File: config.mk
export PLATFORM = sky130hd
export DESIGN_NAME = mem_access_ctrl
export DESIGN_NICKNAME = d
export VERILOG_FILES = /design/src/rtl/mem_access_ctrl_pkg.sv /design/src/rtl/mem_byte_lane.sv /design/src/rtl/mem_access_ctrl.sv
export SDC_FILE = /design/constraint.sdc
export NUM_CORES = 1
export LEC_CHECK = 0
export ABC_AREA = 1
export CAP_MARGIN = 20
export CORE_MARGIN = 3
export CORE_UTILIZATION = 25
export CTS_CLUSTER_SIZE = 14
export DETAILED_ROUTE_END_ITERATION = 10
export DONT_BUFFER_PORTS = 1
export SYNTH_ARGS = -nofsm -noshare
export SYNTH_HDL_FRONTEND = slang
export SYNTH_SLANG_ARGS = --single-unit
export TNS_END_PERCENT = 100
File: constraint.sdc
create_clock -name clk -period 1.9 [get_ports clk]
set_input_delay 0.57 -clock clk [delete_from_list [all_inputs] [get_ports clk]]
set_output_delay 0.57 -clock clk [all_outputs]
set_load 0.05 [all_outputs]
File: src/rtl/mem_access_ctrl_pkg.sv
// Shared LC-3b types for the memory-stage access controller: data word,
// MEM-stage control word and controller state encoding.
package mem_access_ctrl_pkg;

  typedef logic [15:0] lc3b_word;

  typedef struct packed {
    logic mem_read;
    logic mem_write;
    logic mem_indirect;
    logic mem_byte;
  } lc3b_control_word_mem;

  typedef enum logic [1:0] {
    IDLE,
    IND,
    ACCESS
  } lc3b_mem_state;

  localparam logic [1:0] BE_NONE = '0;
  localparam logic [1:0] BE_LO   = 2'b01;
  localparam logic [1:0] BE_HI   = 2'b10;
  localparam logic [1:0] BE_WORD = '1;

  function automatic lc3b_word word_align(input lc3b_word addr);
    return {addr[15:1], 1'b0};
  endfunction

endpackage

File: src/rtl/mem_byte_lane.sv
// Combinational byte-lane steering: write lane mask, replicated store data
// and zero-extended load byte selected by address bit 0.
module mem_byte_lane
  import mem_access_ctrl_pkg::*;
(
  input  logic        addr0_i,
  input  logic        mem_byte_i,
  input  logic [15:0] mdr_i,
  input  logic [15:0] rdata_i,
  output logic [1:0]  byte_enable_o,
  output logic [15:0] wdata_o,
  output logic [15:0] load_data_o
);

  always_comb begin
    byte_enable_o = BE_WORD;
    wdata_o       = mdr_i;
    load_data_o   = rdata_i;
    if (mem_byte_i) begin
      // Byte stores put the byte on both lanes; the mask picks the one written.
      byte_enable_o = addr0_i ? BE_HI : BE_LO;
      wdata_o       = {mdr_i[7:0], mdr_i[7:0]};
      load_data_o   = addr0_i ? {8'h00, rdata_i[15:8]} : {8'h00, rdata_i[7:0]};
    end
  end

endmodule

File: src/rtl/mem_access_ctrl.sv
// MEM-stage data-memory access controller: sequences direct and indirect
// (LDI/STI) accesses, drives the request handshake and stalls the pipeline.
module mem_access_ctrl
  import mem_access_ctrl_pkg::*;
#(
  parameter int unsigned STALL_CNT_WIDTH = 16
) (
  input  logic                       clk,
  input  logic                       reset_n,
  input  lc3b_control_word_mem       mem_sig_in,
  input  logic                       init_MEM,
  input  logic [15:0]                mar_MEM,
  input  logic [15:0]                mdr_MEM,
  output logic [15:0]                dmem_address,
  output logic                       dmem_read,
  output logic                       dmem_write,
  output logic [1:0]                 dmem_byte_enable,
  output logic [15:0]                dmem_wdata,
  input  logic [15:0]                dmem_rdata,
  input  logic                       dmem_resp,
  output logic                       mem_stall,
  output logic [15:0]                load_data,
  output logic [STALL_CNT_WIDTH-1:0] stall_count
);

  lc3b_mem_state               state_q, state_d;
  lc3b_word                    pointer_q, pointer_d;
  logic [STALL_CNT_WIDTH-1:0]  stall_cnt_q, stall_cnt_d;

  logic     memop;
  lc3b_word target;
  logic [1:0]  lane_be;
  logic [15:0] lane_wdata;
  logic [15:0] lane_load;

  assign memop  = init_MEM & (mem_sig_in.mem_read | mem_sig_in.mem_write);
  assign target = mem_sig_in.mem_indirect ? pointer_q : mar_MEM;

  // Reset gates the stall so it drops immediately, not just at the next edge.
  assign mem_stall = reset_n & memop & ~((state_q == ACCESS) & dmem_resp);

  mem_byte_lane u_lane (
    .addr0_i      (target[0]),
    .mem_byte_i   (mem_sig_in.mem_byte),
    .mdr_i        (mdr_MEM),
    .rdata_i      (dmem_rdata),
    .byte_enable_o(lane_be),
    .wdata_o      (lane_wdata),
    .load_data_o  (lane_load)
  );

  always_ff @(posedge clk or negedge reset_n) begin
    if (!reset_n) begin
      state_q     <= IDLE;
      pointer_q   <= '0;
      stall_cnt_q <= '0;
    end else begin
      state_q     <= state_d;
      pointer_q   <= pointer_d;
      stall_cnt_q <= stall_cnt_d;
    end
  end

  always_comb begin
    state_d     = state_q;
    pointer_d   = pointer_q;
    stall_cnt_d = stall_cnt_q;
    unique case (state_q)
      IDLE: begin
        if (memop) state_d = mem_sig_in.mem_indirect ? IND : ACCESS;
      end
      IND: begin
        if (dmem_resp) begin
          pointer_d = dmem_rdata;
          state_d   = ACCESS;
        end
      end
      ACCESS: begin
        if (dmem_resp) state_d = IDLE;
      end
      default: state_d = IDLE;
    endcase
    if (mem_stall && (stall_cnt_q != '1)) stall_cnt_d = stall_cnt_q + STALL_CNT_WIDTH'(1);
  end

  always_comb begin
    dmem_address     = '0;
    dmem_read        = 1'b0;
    dmem_write       = 1'b0;
    dmem_byte_enable = BE_NONE;
    dmem_wdata       = '0;
    load_data        = '0;
    unique case (state_q)
      IND: begin
        dmem_read    = 1'b1;
        dmem_address = word_align(mar_MEM);
      end
      ACCESS: begin
        dmem_address = mem_sig_in.mem_byte ? target : word_align(target);
        // A write takes priority when both read and write are flagged.
        if (mem_sig_in.mem_write) begin
          dmem_write       = 1'b1;
          dmem_byte_enable = lane_be;
          dmem_wdata       = lane_wdata;
        end else begin
          dmem_read = 1'b1;
          load_data = lane_load;
        end
      end
      default: ;
    endcase
  end

  assign stall_count = stall_cnt_q;

endmodule

# Word level (Yosys, flattened, before mapping)
# Cells that the tools add are included.
dict set report op_classes {
  addsub 1
  eq_ne 6
  mux 23
  bitwise_logic 6
  n_reduce_logical 4
}
# operator count
set op_table {}
lappend op_table {{$mux W16} 7}
lappend op_table {{$pmux W16 S2} 1}
lappend op_table {{$add A16 B1 Y16 const B} 1}
lappend op_table {{$mux W2} 8}
lappend op_table {{$ne A16 B16 Y1 const B} 1}
lappend op_table {{$mux W8} 1}
lappend op_table {{$ne A2 B2 Y1 const B} 3}
lappend op_table {{$pmux W2 S3} 1}
lappend op_table {{$and A1 B1 Y1} 4}
lappend op_table {{$mux W1} 4}
lappend op_table {{$reduce_and A3 Y1} 1}
lappend op_table {{$eq A2 B1 Y1 const B} 1}
lappend op_table {{$eq A2 B2 Y1 const B} 1}
lappend op_table {{$logic_not A2 Y1} 1}
lappend op_table {{$pmux W1 S2} 1}
lappend op_table {{$reduce_and A2 Y1} 1}
lappend op_table {{$logic_and A1 B1 Y1} 1}
lappend op_table {{$not A1 Y1} 1}
lappend op_table {{$or A1 B1 Y1} 1}
dict set report totals {
  reg_bits 34
  input_bits 56
  wordCells 43
}

# Logic depth before layout (Yosys ltp)
dict set report logic_depth {
  ltp_word 5
  mapped_depth 10
  ltp_nobuf 9
}

# By module
# Synthesis repeated with hierarchy kept, for this count alone.
dict set report hier_totals {
  cells_unflattened 420
  hier_area_um2 2815.2
}
# mod instances cells_each area_per_inst_um2
set modules_own_cells {}
lappend modules_own_cells {mem_access_ctrl 1 340 2402.3}
lappend modules_own_cells {mem_byte_lane 1 80 412.9}

# Worst setup path before layout
# No wires, ideal clock.
dict set report synth_timing {
  path_type {register to output}
  from {register state_q[0]}
  to {output dmem_address[10]}
  t_arrival_ns 1.968
  setup_slack_ns -0.638
  path_stages_with_launch 8
  path_buffers 1
  path_cell_list {dfrtp_1 -> inv_1 -> ha_1 -> inv_1 -> o21ai_1 -> buf_2 -> nand2_1 -> a21oi_1}
}
dict set report synth_between {
  elab_chain_len 2
  elab_cells_between_ends 3
}
# element line_no
set synth_lines {}
lappend synth_lines {{start, declared} mem_access_ctrl.sv:26} ;# lc3b_mem_state state_q, state_d;
lappend synth_lines {{start signal, assigned} mem_access_ctrl.sv:58} ;# state_q <= state_d;
lappend synth_lines {{$eq A2 B2 Y1 / $eq A2 B1 Y1 (equally long branches)} mem_access_ctrl.sv:93} ;# unique case (state_q)
lappend synth_lines {{$pmux W16 S2 *} mem_access_ctrl.sv:93}
lappend synth_lines {{end, declared} mem_access_ctrl.sv:14} ;# output logic [15:0] dmem_address,
# Every way passes the cells marked *; elsewhere a longest branch is shown, timed or not.

# Worst setup path in the final report
dict set report layout_timing {
  from {register state_q[0]}
  to {output dmem_address[7]}
}
# Same word-level chain as after synthesis.

==> out/summary.log <==
INFO  synthesis      synthesis.nets=430
INFO  power_and_ir_drop power_frac_seq=17.7%
INFO  worst_setup_path data_arrival_time_of_the_critical_path=1.72ns
INFO  timing         setup_viol_count_final=53
INFO  global_route   grt_pass1_wl=14.9mm
INFO  global_route   groute.usage.overall=16.7%
INFO  die            die_h=104µm
INFO  layout         post-route-util=54.1%
INFO  synthesis      synthesis_warnings=0
INFO  power_and_ir_drop power.share.clock=8.5%
INFO  status         violations=setup timing
INFO  route          final_antenna_net_count=0
INFO  route          number_of_vias_after_detailed_routing=2846
INFO  clock_tree     clk_transition_reported_paths=0.07ns
INFO  placement      placed_cell_area=4260µm²
INFO  timing         max_slew_margin=75.6%
INFO  synthesis      ys_ff_latch=34
INFO  die            die-area=10900µm²
INFO  timing         final_hold_violation_count=0
INFO  worst_setup_path timing.reg2reg.setup_slack=0.01ns
INFO  placement      place_inst=576
INFO  die            boundaryPins=125
INFO  worst_setup_path critical_path.max_stage_delay=0.39ns
INFO  die            die_x=104µm
INFO  layout         diodes=0
INFO  layout         cell_count_final_fillers_out=602
INFO  placement      routability_congestion_estimate=0.784
INFO  placement      place.port_buffers=0
INFO  clock_tree     cts_buffers=5
INFO  hold_path      worst_hold_class=input pin to async pin
INFO  status         outcome=finished, violations left
INFO  worst_setup_path crit_path_top_delay_cell=dfrtp_1
INFO  die            placement_rows=35
INFO  worst_setup_path setup.worst_path.class=flop to output pin
INFO  power_and_ir_drop cellPowerDensity=1310nW/µm²
INFO  synthesis      yosysTopAreaCell=dfrtp_1
INFO  clock_tree     clockBufferDepth=2
INFO  global_route   grt_max_degree=35
INFO  placement      place_ws=-0.181ns
INFO  power_and_ir_drop portion_of_total_power_attributed_to_combinational_logic=73.8%
INFO  worst_setup_path critical_path.n_buffers_inverters=5
INFO  worst_setup_path crit_fanout=14
INFO  route          detail_route.wl_per_cell=15.7µm
INFO  route          remaining_drc_errors=0
INFO  timing         post-route-period-util=121%
INFO  route          route.detailed.vias_per_inst=4.73
INFO  power_and_ir_drop p_switching=3.27mW
INFO  placement      place_hpwl=6.61mm
INFO  timing         worst_pin_slew=0.362ns
INFO  synthesis      synthesis.instances=369
INFO  worst_setup_path crit_path_start_kind=flop
INFO  worst_setup_path timing.critical_path.cells=inv_2, ha_4, buf_4, nand2_1, inv_2, buf_12, nand2_1, a21oi_4, buf_12
INFO  clock_tree     cts_tree=done
INFO  synthesis      biggest_area_contributors_in_the_synthesized_netlist=dfrtp_1 (35%), nand2_1 (19%), o21ai_0 (8.5%), inv_1 (7.6%), a21oi_1 (6.6%)
INFO  power_and_ir_drop switching_share=49.5%
INFO  layout         nNetsFinal=533
INFO  power_and_ir_drop report.power.total=6.61mW
INFO  synthesis      mappedNetlistArea=2420µm²
INFO  global_route   globalRouteOverflowTotal=0
INFO  power_and_ir_drop intPower=3.34mW
INFO  layout         mostFrequentLayoutCell=nand2_1
INFO  synthesis      synth_cell_type_count=27
INFO  worst_setup_path setup.worst_path.end_class=output pin
INFO  clock_tree     clkLatencyLatePin=0.28ns
INFO  clock_tree     cts-root-buf=clkbuf_8
INFO  timing         slew_violations=0
INFO  timing         post-route-min-period=2.29ns
INFO  global_route   via_count_of_the_first_global_routing_pass=2869
INFO  die            start_util=25.9%
INFO  route          first_pass_iters=4
INFO  timing         rsz0062_at_grt=true
INFO  worst_setup_path crit_path_max_delay_family=buffers and inverters
INFO  flow_run       max-cap-violations=0
INFO  route          dr.first_iter.drc_count=82
INFO  clock_tree     cts_num_sinks=34
INFO  synthesis      avgSynthCellArea=6.55µm²
INFO  timing         max_freq=437MHz
INFO  worst_setup_path worst-r2r-cell-count=13
INFO  power_and_ir_drop vdd.ir_drop.worst=718µV
INFO  synthesis      ys_seq_area_share=35.2%
INFO  timing         timing.clock.skew=0.00633ns
INFO  worst_setup_path timing.rr.end=stall_count[9]
INFO  layout         area_growth=109%
INFO  timing         post_layout_worst_setup_margin=-0.390ns
INFO  layout         post-route-cell-area=5050µm²
INFO  layout         most_frequent_cells_in_the_layout=nand2_1 (104), buf_12 (51), inv_1 (42), dfrtp_1 (33), buf_4 (32)
INFO  die            core_region_area=9330µm²
INFO  worst_setup_path reg2reg_from=state_q[1]
INFO  worst_setup_path worst_ep_required_time=1.33ns
INFO  clock_tree     max_h_tree_level=2
INFO  power_and_ir_drop cellLeakagePower=2.07nW
INFO  synthesis      synth_top_cell_area_share=35.2%
INFO  layout         post_route_cells_drive_above_1_share=49.0%
INFO  route          drt_wl_total=9.46mm
INFO  global_route   grt_antenna_before_repair=0
==> how the worst max path moves through the flow <==
| stage | from | to | slack (ns) | cells after the start |
|---|---|---|---|---|
| after floorplan | state_q[0] | dmem_address[10] | -0.16 | 7 |
| after global placement | state_q[0] | load_data[2] | -0.15 | 8 |
| after detailed placement | state_q[0] | load_data[7] | -0.18 | 7 |
| after CTS | state_q[0] | dmem_address[4] | -0.41 | 8 |
| after global routing | state_q[0] | dmem_address[7] | -0.48 | 9 |
| final | state_q[0] | dmem_address[7] | -0.39 | 9 |
==> stage by stage <==
stage          TNS (ns)  hold WS [ns]
2_1_floorplan     -3.77         0.274
3_3_place_gp      -2.32         0.275
3_5_place_dp      -3.37         0.275
4_1_cts          -15.16         0.115
5_1_grt          -20.20         0.103
6_report         -15.37         0.110
==> synth_stat cells (all sizes together) <==
master    n
a21oi    32
buf       6
clkbuf    5
clkinv    1
dfrtp    34
ha        5
inv      50
mux2      1
nand2   125
nand3     9
nand3b    2
nand4     5
nor2     40
o21ai    48
o22ai     1
xnor2     3
xor2      2
==> flip-flops by register name (all words and copies together), names as in the netlist <==
signal / flops
pointer_q: 16
stall_count: 16
state_q: 2
==> power by group through the flow <==
stage | Sequential [mW] | Clock (mW) | Combinational, mW
after floorplan | 1.48 | 0 | 2.26
after global placement | 1.17 | 0 | 3.94
after detailed placement | 1.17 | 0 | 4.00
after CTS | 1.17 | 0.576 | 4.68
after global routing | 1.21 | 0.618 | 5.15
final | 1.17 | 0.559 | 4.88
==> cell type report <==
class,count,area [µm²]
inverter,51,210
timing repair inverter,1,7.51
multi-input combinational,274,2150
clock buffer,7,86.3
sequential,34,852
tap,129,161
clock inverter,1,5.00
fill,812,4280
timing repair buffer,105,1580
==> timing repair <==
| action | 4_1_cts | 5_1_grt |
|---|---|---|
| cloned | 5 | 2 |
| setup buffers | 6 | 6 |
| gates resized for setup | 74 | 50 |
| hold endpoints to repair | 34 | 0 |
| endpoints found under the setup margin | 67 | 69 |
| hold buffers | 1 | 0 |
| pin swaps | 22 | 11 |
==> logic make-up after synthesis <==
| kind of cell | after synthesis | share of synthesized area (%) |
|---|---|---|
| adders and majority gates | 5 | 2.59 |
| buffers and inverters | 62 | 10.6 |
| muxes | 1 | 0.466 |
| xor gates and xnor gates | 5 | 1.81 |
| and+or+nand+nor | 181 | 31.6 |
| DFF | 34 | 35.2 |
| AOI/OAI and AO/OA | 81 | 17.7 |
==> routing by layer <==
metal | share of wire, % | GRT usage, % | up-vias
met5 | 0 | 0 | -
met4 | 0.70 | 4.27 | 0
met3 | 5.6 | 3.97 | 8
met2 | 55 | 30.9 | 87
met1 | 39 | 19.2 | 1375
li1 | - | - | 1376
No activity file was read; power rests on OpenSTA's default activity.
